`src/rtl/stack_ptr_guarded.sv`:
```
// Stack pointer with depth tracking, full/empty flags, sticky overflow/underflow
// detection, guard-or-wrap boundary behaviour and a shadow LIFO that saves and
// restores the pointer across nested interrupts.
//
// Ports:
//   SPG_CLK      clock, all state updates on the rising edge
//   SPG_RST      synchronous active-high reset (overrides every other input)
//   SPG_INC      pop  (pointer + 1)
//   SPG_DEC      push (pointer - 1)
//   SPG_LD       load pointer from SPG_DIN
//   SPG_DIN      load value
//   SPG_SAVE     push current pointer onto the shadow LIFO
//   SPG_RESTORE  pop the shadow LIFO into the pointer
//   SPG_CLR_ERR  clear sticky error flags (a same-cycle error event wins)
//   SPG_DOUT     current pointer (registered)
//   SPG_COUNT    entries in use, (EMPTY_VAL - pointer) mod 2^WIDTH
//   SPG_EMPTY    SPG_COUNT == 0
//   SPG_FULL     SPG_COUNT >= DEPTH
//   SPG_OVF      sticky: push attempted while full
//   SPG_UNF      sticky: pop attempted while empty
//   SPG_SHD_ERR  sticky: SAVE while shadow full or RESTORE while shadow empty
//   SPG_SHD_LVL  occupied shadow entries
module stack_ptr_guarded #(
  parameter int unsigned WIDTH     = 8,
  parameter int unsigned EMPTY_VAL = 0,
  parameter int unsigned DEPTH     = 255,
  parameter int unsigned WRAP_MODE = 0,
  parameter int unsigned NEST      = 4
) (
  input  logic                      SPG_CLK,
  input  logic                      SPG_RST,
  input  logic                      SPG_INC,
  input  logic                      SPG_DEC,
  input  logic                      SPG_LD,
  input  logic [WIDTH-1:0]          SPG_DIN,
  input  logic                      SPG_SAVE,
  input  logic                      SPG_RESTORE,
  input  logic                      SPG_CLR_ERR,
  output logic [WIDTH-1:0]          SPG_DOUT,
  output logic [WIDTH:0]            SPG_COUNT,
  output logic                      SPG_EMPTY,
  output logic                      SPG_FULL,
  output logic                      SPG_OVF,
  output logic                      SPG_UNF,
  output logic                      SPG_SHD_ERR,
  output logic [$clog2(NEST+1)-1:0] SPG_SHD_LVL
);

  localparam int unsigned LvlW = $clog2(NEST + 1);
  localparam int unsigned CntW = WIDTH + 1;
  localparam logic [WIDTH-1:0] EmptyPtr = WIDTH'(EMPTY_VAL);
  localparam logic [CntW-1:0]  DepthCnt = CntW'(DEPTH);
  localparam logic [LvlW-1:0]  NestLvl  = LvlW'(NEST);
  localparam bit               Wrap     = (WRAP_MODE != 0);

  logic [WIDTH-1:0] ptr_q, ptr_d;
  logic [CntW-1:0]  cnt_q, cnt_d;
  logic             empty_q, empty_d;
  logic             full_q, full_d;
  logic             ovf_q, ovf_d;
  logic             unf_q, unf_d;
  logic             shd_err_q, shd_err_d;
  logic [LvlW-1:0]  lvl_q, lvl_d;
  logic [WIDTH-1:0] shadow_q [NEST];

  logic             ovf_evt, unf_evt, shd_evt;
  logic             shd_we;
  logic [WIDTH-1:0] restore_val;

  // Top-of-shadow read: entry lvl_q-1.
  always_comb begin
    restore_val = '0;
    for (int i = 0; i < int'(NEST); i++) begin
      if (LvlW'(i + 1) == lvl_q) restore_val = shadow_q[i];
    end
  end

  always_comb begin
    ptr_d   = ptr_q;
    lvl_d   = lvl_q;
    ovf_evt = 1'b0;
    unf_evt = 1'b0;
    shd_evt = 1'b0;
    shd_we  = 1'b0;

    if (SPG_RESTORE) begin
      // RESTORE masks SAVE and every pointer op, even when it fails.
      if (lvl_q != '0) begin
        ptr_d = restore_val;
        lvl_d = lvl_q - LvlW'(1);
      end else begin
        shd_evt = 1'b1;
      end
    end else begin
      // SAVE captures the pre-update pointer; the pointer op still runs.
      if (SPG_SAVE) begin
        if (lvl_q == NestLvl) begin
          shd_evt = 1'b1;
        end else begin
          shd_we = 1'b1;
          lvl_d  = lvl_q + LvlW'(1);
        end
      end

      if (SPG_LD) begin
        ptr_d = SPG_DIN;
      end else if (SPG_INC) begin
        unf_evt = empty_q;
        if (!empty_q || Wrap) ptr_d = ptr_q + WIDTH'(1);
      end else if (SPG_DEC) begin
        ovf_evt = full_q;
        if (!full_q || Wrap) ptr_d = ptr_q - WIDTH'(1);
      end
    end

    // Count tracks the next pointer so it is coherent with SPG_DOUT.
    cnt_d   = {1'b0, EmptyPtr - ptr_d};
    empty_d = (cnt_d == '0);
    full_d  = (cnt_d >= DepthCnt);

    // Set beats clear.
    ovf_d     = (ovf_q & ~SPG_CLR_ERR) | ovf_evt;
    unf_d     = (unf_q & ~SPG_CLR_ERR) | unf_evt;
    shd_err_d = (shd_err_q & ~SPG_CLR_ERR) | shd_evt;
  end

  always_ff @(posedge SPG_CLK) begin
    if (SPG_RST) begin
      ptr_q     <= EmptyPtr;
      cnt_q     <= '0;
      empty_q   <= 1'b1;
      full_q    <= 1'b0;
      ovf_q     <= 1'b0;
      unf_q     <= 1'b0;
      shd_err_q <= 1'b0;
      lvl_q     <= '0;
    end else begin
      ptr_q     <= ptr_d;
      cnt_q     <= cnt_d;
      empty_q   <= empty_d;
      full_q    <= full_d;
      ovf_q     <= ovf_d;
      unf_q     <= unf_d;
      shd_err_q <= shd_err_d;
      lvl_q     <= lvl_d;
    end
  end

  // Shadow contents are not reset; only the level matters after reset.
  always_ff @(posedge SPG_CLK) begin
    if (!SPG_RST && shd_we) begin
      for (int i = 0; i < int'(NEST); i++) begin
        if (LvlW'(i) == lvl_q) shadow_q[i] <= ptr_q;
      end
    end
  end

  assign SPG_DOUT    = ptr_q;
  assign SPG_COUNT   = cnt_q;
  assign SPG_EMPTY   = empty_q;
  assign SPG_FULL    = full_q;
  assign SPG_OVF     = ovf_q;
  assign SPG_UNF     = unf_q;
  assign SPG_SHD_ERR = shd_err_q;
  assign SPG_SHD_LVL = lvl_q;

endmodule

```
`config.mk`:
```
export PLATFORM = sky130hd
export DESIGN_NAME = stack_ptr_guarded
export DESIGN_NICKNAME = d
export VERILOG_FILES = /design/src/rtl/stack_ptr_guarded.sv
export SDC_FILE = /design/constraint.sdc
export NUM_CORES = 1
export LEC_CHECK = 0
export BUFFER_PORTS_ARGS = -buffer_cell sky130_fd_sc_hd__buf_4
export CORE_UTILIZATION = 55
export CTS_CLUSTER_SIZE = 12
export DETAILED_ROUTE_END_ITERATION = 8
export GPL_TIMING_DRIVEN = 0
export PLACE_DENSITY_LB_ADDON = 0.12
export SETUP_SLACK_MARGIN = 0.3
export SLEW_MARGIN = 5
export SYNTH_ARGS = -nofsm -noshare
export SYNTH_HDL_FRONTEND = slang
export SYNTH_SLANG_ARGS = --single-unit
```
`constraint.sdc`:
```
create_clock -name SPG_CLK -period 4.1 [get_ports SPG_CLK]
set_input_delay 0.615 -clock SPG_CLK [delete_from_list [all_inputs] [get_ports SPG_CLK]]
set_output_delay 0.615 -clock SPG_CLK [all_outputs]
set_load 0.01 [all_outputs]
```
==> results.py <==
metrics = {
    "run_status": {
        "status": "finished, final reports clean",
    },
    "setup_path": {
        "startpoint": "SPG_SHD_LVL[2]",
        "cp-start-kind": "register",
        "arrival_ns": 3.63,
        "worstPathMaxFanout": 10,
        "required_ns": 4.30,
        "r2r_end": "SPG_EMPTY",
        "worstSetupEndpoint": "SPG_EMPTY",
        "timing.rr.start": "SPG_SHD_LVL[2]",
        "crit_path_end_kind": "register",
        "critPathKind": "reg2reg",
        "r2r_cells": 13,
        "r2r_setup_slack_ns": 0.67,
    },
    "synthesis": {
        "ys_ff_latch": 55,
        "synth_edf_count": 32,
        "syn-cell-area_mm2": 0.00285,
        "postSynthCellCount": 272,
        "synthTopCellsByArea": "edfxtp_1, dfxtp_1, ha_1",
        "ys.flop_type": "edfxtp_1",
        "ys_seq_area_share_pct": 50.0,
        "yosys.area.top_type_share_pct": 33.8,
        "synth_cell_types": 58,
        "async_flop_share_pct": 0,
        "synth_area_per_cell_um2": 10.5,
        "ys_warn_count": 0,
        "synth_nets": 298,
        "synth_top_cell_by_area": "edfxtp_1",
    },
    "grt": {
        "grt_pass1_wl_mm": 10.2,
        "antenna_found_initial": 0,
        "grt_max_degree": 20,
        "grt_usage_pct": 25.9,
        "grt_pass1_vias": 2043,
        "grt_overflow": 0,
    },
    "power_and_ir_drop": {
        "ir_worst_vdd_mv": 0.372,
        "leakagePower_nw": 1.31,
        "pwr_density_cell_mw_per_mm2": 660,
    },
    "timing": {
        "finalSetupViolations": 0,
        "finalSetupTns_ns": 0,
        "timing.final.crit_share_pct": 83.7,
        "maxSlewViolCount": 0,
        "clock_skew_ns": 0.00693,
        "max_freq_mhz": 291,
        "rsz0062_at_grt": "false",
        "finalHoldViolations": 0,
        "worstMarginPinSlew_ns": 0.955,
        "fin_crit_ns": 3.43,
        "maxSlewHeadroom_pct": 36.2,
    },
    "clocking": {
        "cts_buffers": 5,
        "cts_tree": "built",
        "cts_root_buffer": "clkbuf_8",
        "cts_sinks": 55,
        "htree_levels": 2,
        "cts_resized": 0,
        "post-cts-setup-buffer-count": 0,
        "clk_pin_slew_ns": 0.10,
        "hold_buffers": 0,
        "clk_latency_ns": 0.32,
        "cts.path.max_buffers": 2,
    },
    "layout": {
        "drive_gt1_share_pct": 23.3,
        "stdcell_count": 385,
        "syn_to_final_growth_pct": 16.8,
        "final_nets": 343,
        "stdcell_area_mm2": 0.00332,
        "antenna_cells": 0,
        "layout_commonest_cell": "buf_4",
        "final_cell_mix": "buf_4, edfxtp_1, nor2_1",
    },
    "placed_design": {
        "gp_congestion": 0.821,
        "io_buffers": 38,
        "dpl-instance-area_mm2": 0.00322,
        "hpwlAfterDp_mm": 4.78,
        "place_inst": 377,
    },
    "routing": {
        "wl_met3_um": 322,
        "routed_wl_mm": 6.41,
        "drc_errors": 0,
        "dr.pass1.iters": 4,
        "routed-via-count": 2244,
        "antenna_left": 0,
        "wl_per_cell_um": 16.6,
        "drt_iter0_drc": 199,
        "met1_length_mm": 3.02,
        "viasPerCell": 5.83,
        "route.top_layer_used": "met4",
        "wl_met2_mm": 2.98,
    },
    "flow_run": {
        "max-cap-violations": 0,
    },
    "die": {
        "fp.coreArea_mm2": 0.00485,
        "row_count": 25,
        "io_pins": 41,
        "dieWidth_um": 73.9,
        "die_h_um": 73.9,
        "initial_core_util_pct": 58.7,
        "die_area_mm2": 0.00546,
    },
    "worst_hold_path": {
        "min_path_type": "reg2reg",
        "min_from": "SPG_SHD_ERR",
    },
}
==> worst min path at each step <==
stage	to	cells after the start
2_1_floorplan	SPG_OVF	2
3_3_place_gp	SPG_OVF	2
3_5_place_dp	SPG_SHD_ERR	2
4_1_cts	SPG_SHD_ERR	2
5_1_grt	SPG_OVF	2
6_report	SPG_SHD_ERR	2
==> flip-flops by register name (all words and copies together), names as in the netlist <==
signal       flops
SPG_SHD_ERR      1
shadow_q        32
SPG_EMPTY        1
SPG_DOUT         8
SPG_FULL         1
SPG_UNF          1
SPG_SHD_LVL      3
SPG_COUNT        7
SPG_OVF          1
==> cells by family (layout without fill, tap and decap cells) <==
kind of cell	count (synthesis)	after routing	share of synthesized area (%)
adder cells (fa/ha/maj)	10	10	4.40
AND/OR/NAND/NOR	102	102	20.0
AO/OA/AOI/OAI	61	61	16.1
XOR/XNOR	8	8	2.46
other	1	1	0.132
multiplexers	8	8	2.81
buffers and inverters	27	73	4.22
flip-flops	55	55	50.0
==> synth_stat cells, drive strengths merged, types with 2 or more instances <==
cell	count
ha	10
a32oi	6
dfxtp	23
nor2	27
o211ai	4
and3b	2
a221o	2
a211o	4
nand2	25
nand4	5
nor4	2
o2111ai	2
and2	8
a2111oi	2
and3	7
o21ai	9
a22o	2
or2	2
edfxtp	32
nand3	7
xor2	3
buf	9
a21oi	15
or3	2
a221oi	3
mux2i	8
xnor2	5
a22oi	3
clkbuf	7
nor3	3
inv	11
nor4b	2
and4b	2
nor2b	3
==> critical path, cell delays in order (launching register included) <==
cell       delay [ns]
dfxtp_1          0.35
buf_4            0.20
clkbuf_2         0.26
inv_1            0.07
ha_1             0.23
nor2_2           0.27
a221o_1          0.23
nand4_1          0.26
ha_1             0.37
and3_1           0.19
a32oi_2          0.33
a2111oi_0        0.13
a221oi_1         0.32
a31oi_1          0.09
==> power breakdown <==
group | leakage, nW | total (W) | switching (W) | internal [W]
logic | 0.783 | 0.00106 | 0.000616 | 0.000446
clock network | 0.0452 | 0.000314 | 0.000189 | 0.000125
registers | 0.485 | 0.000818 | 0.000110 | 0.000707
==> layer usage <==
layer / vias to the layer above / global-route usage [%]
li1: 1093 / -
met1: 1068 / 35.8
met2: 74 / 41.2
met3: 9 / 5.62
met4: 0 / 7.05
met5: - / 0
==> metrics by stage <==
step / hold WS (ns) / power, W / setup slack (ns) / util [%]
6_report: 0.474 / 0.00219 / 0.669 / 68.5
5_1_grt: 0.495 / 0.00234 / 0.366 / 68.5
4_1_cts: 0.476 / 0.00219 / 0.382 / 68.4
3_5_place_dp: 0.460 / 0.00187 / 0.438 / 66.4
3_3_place_gp: 0.452 / 0.00185 / 0.504 / 66.3
2_1_floorplan: 0.483 / 0.00152 / 1.14 / -
==> area by class of cell <==
type                       count  area [um2]
fill                         386        1530
clock inverter                 3        25.0
multi-input combinational    190        1320
sequential                    55        1420
tap                           67        83.8
timing repair buffer          38         285
clock buffer                   5        68.8
inverter                      11        41.3
buffer                        16        80.1
Note: power is estimated with default switching activity, not from simulation.
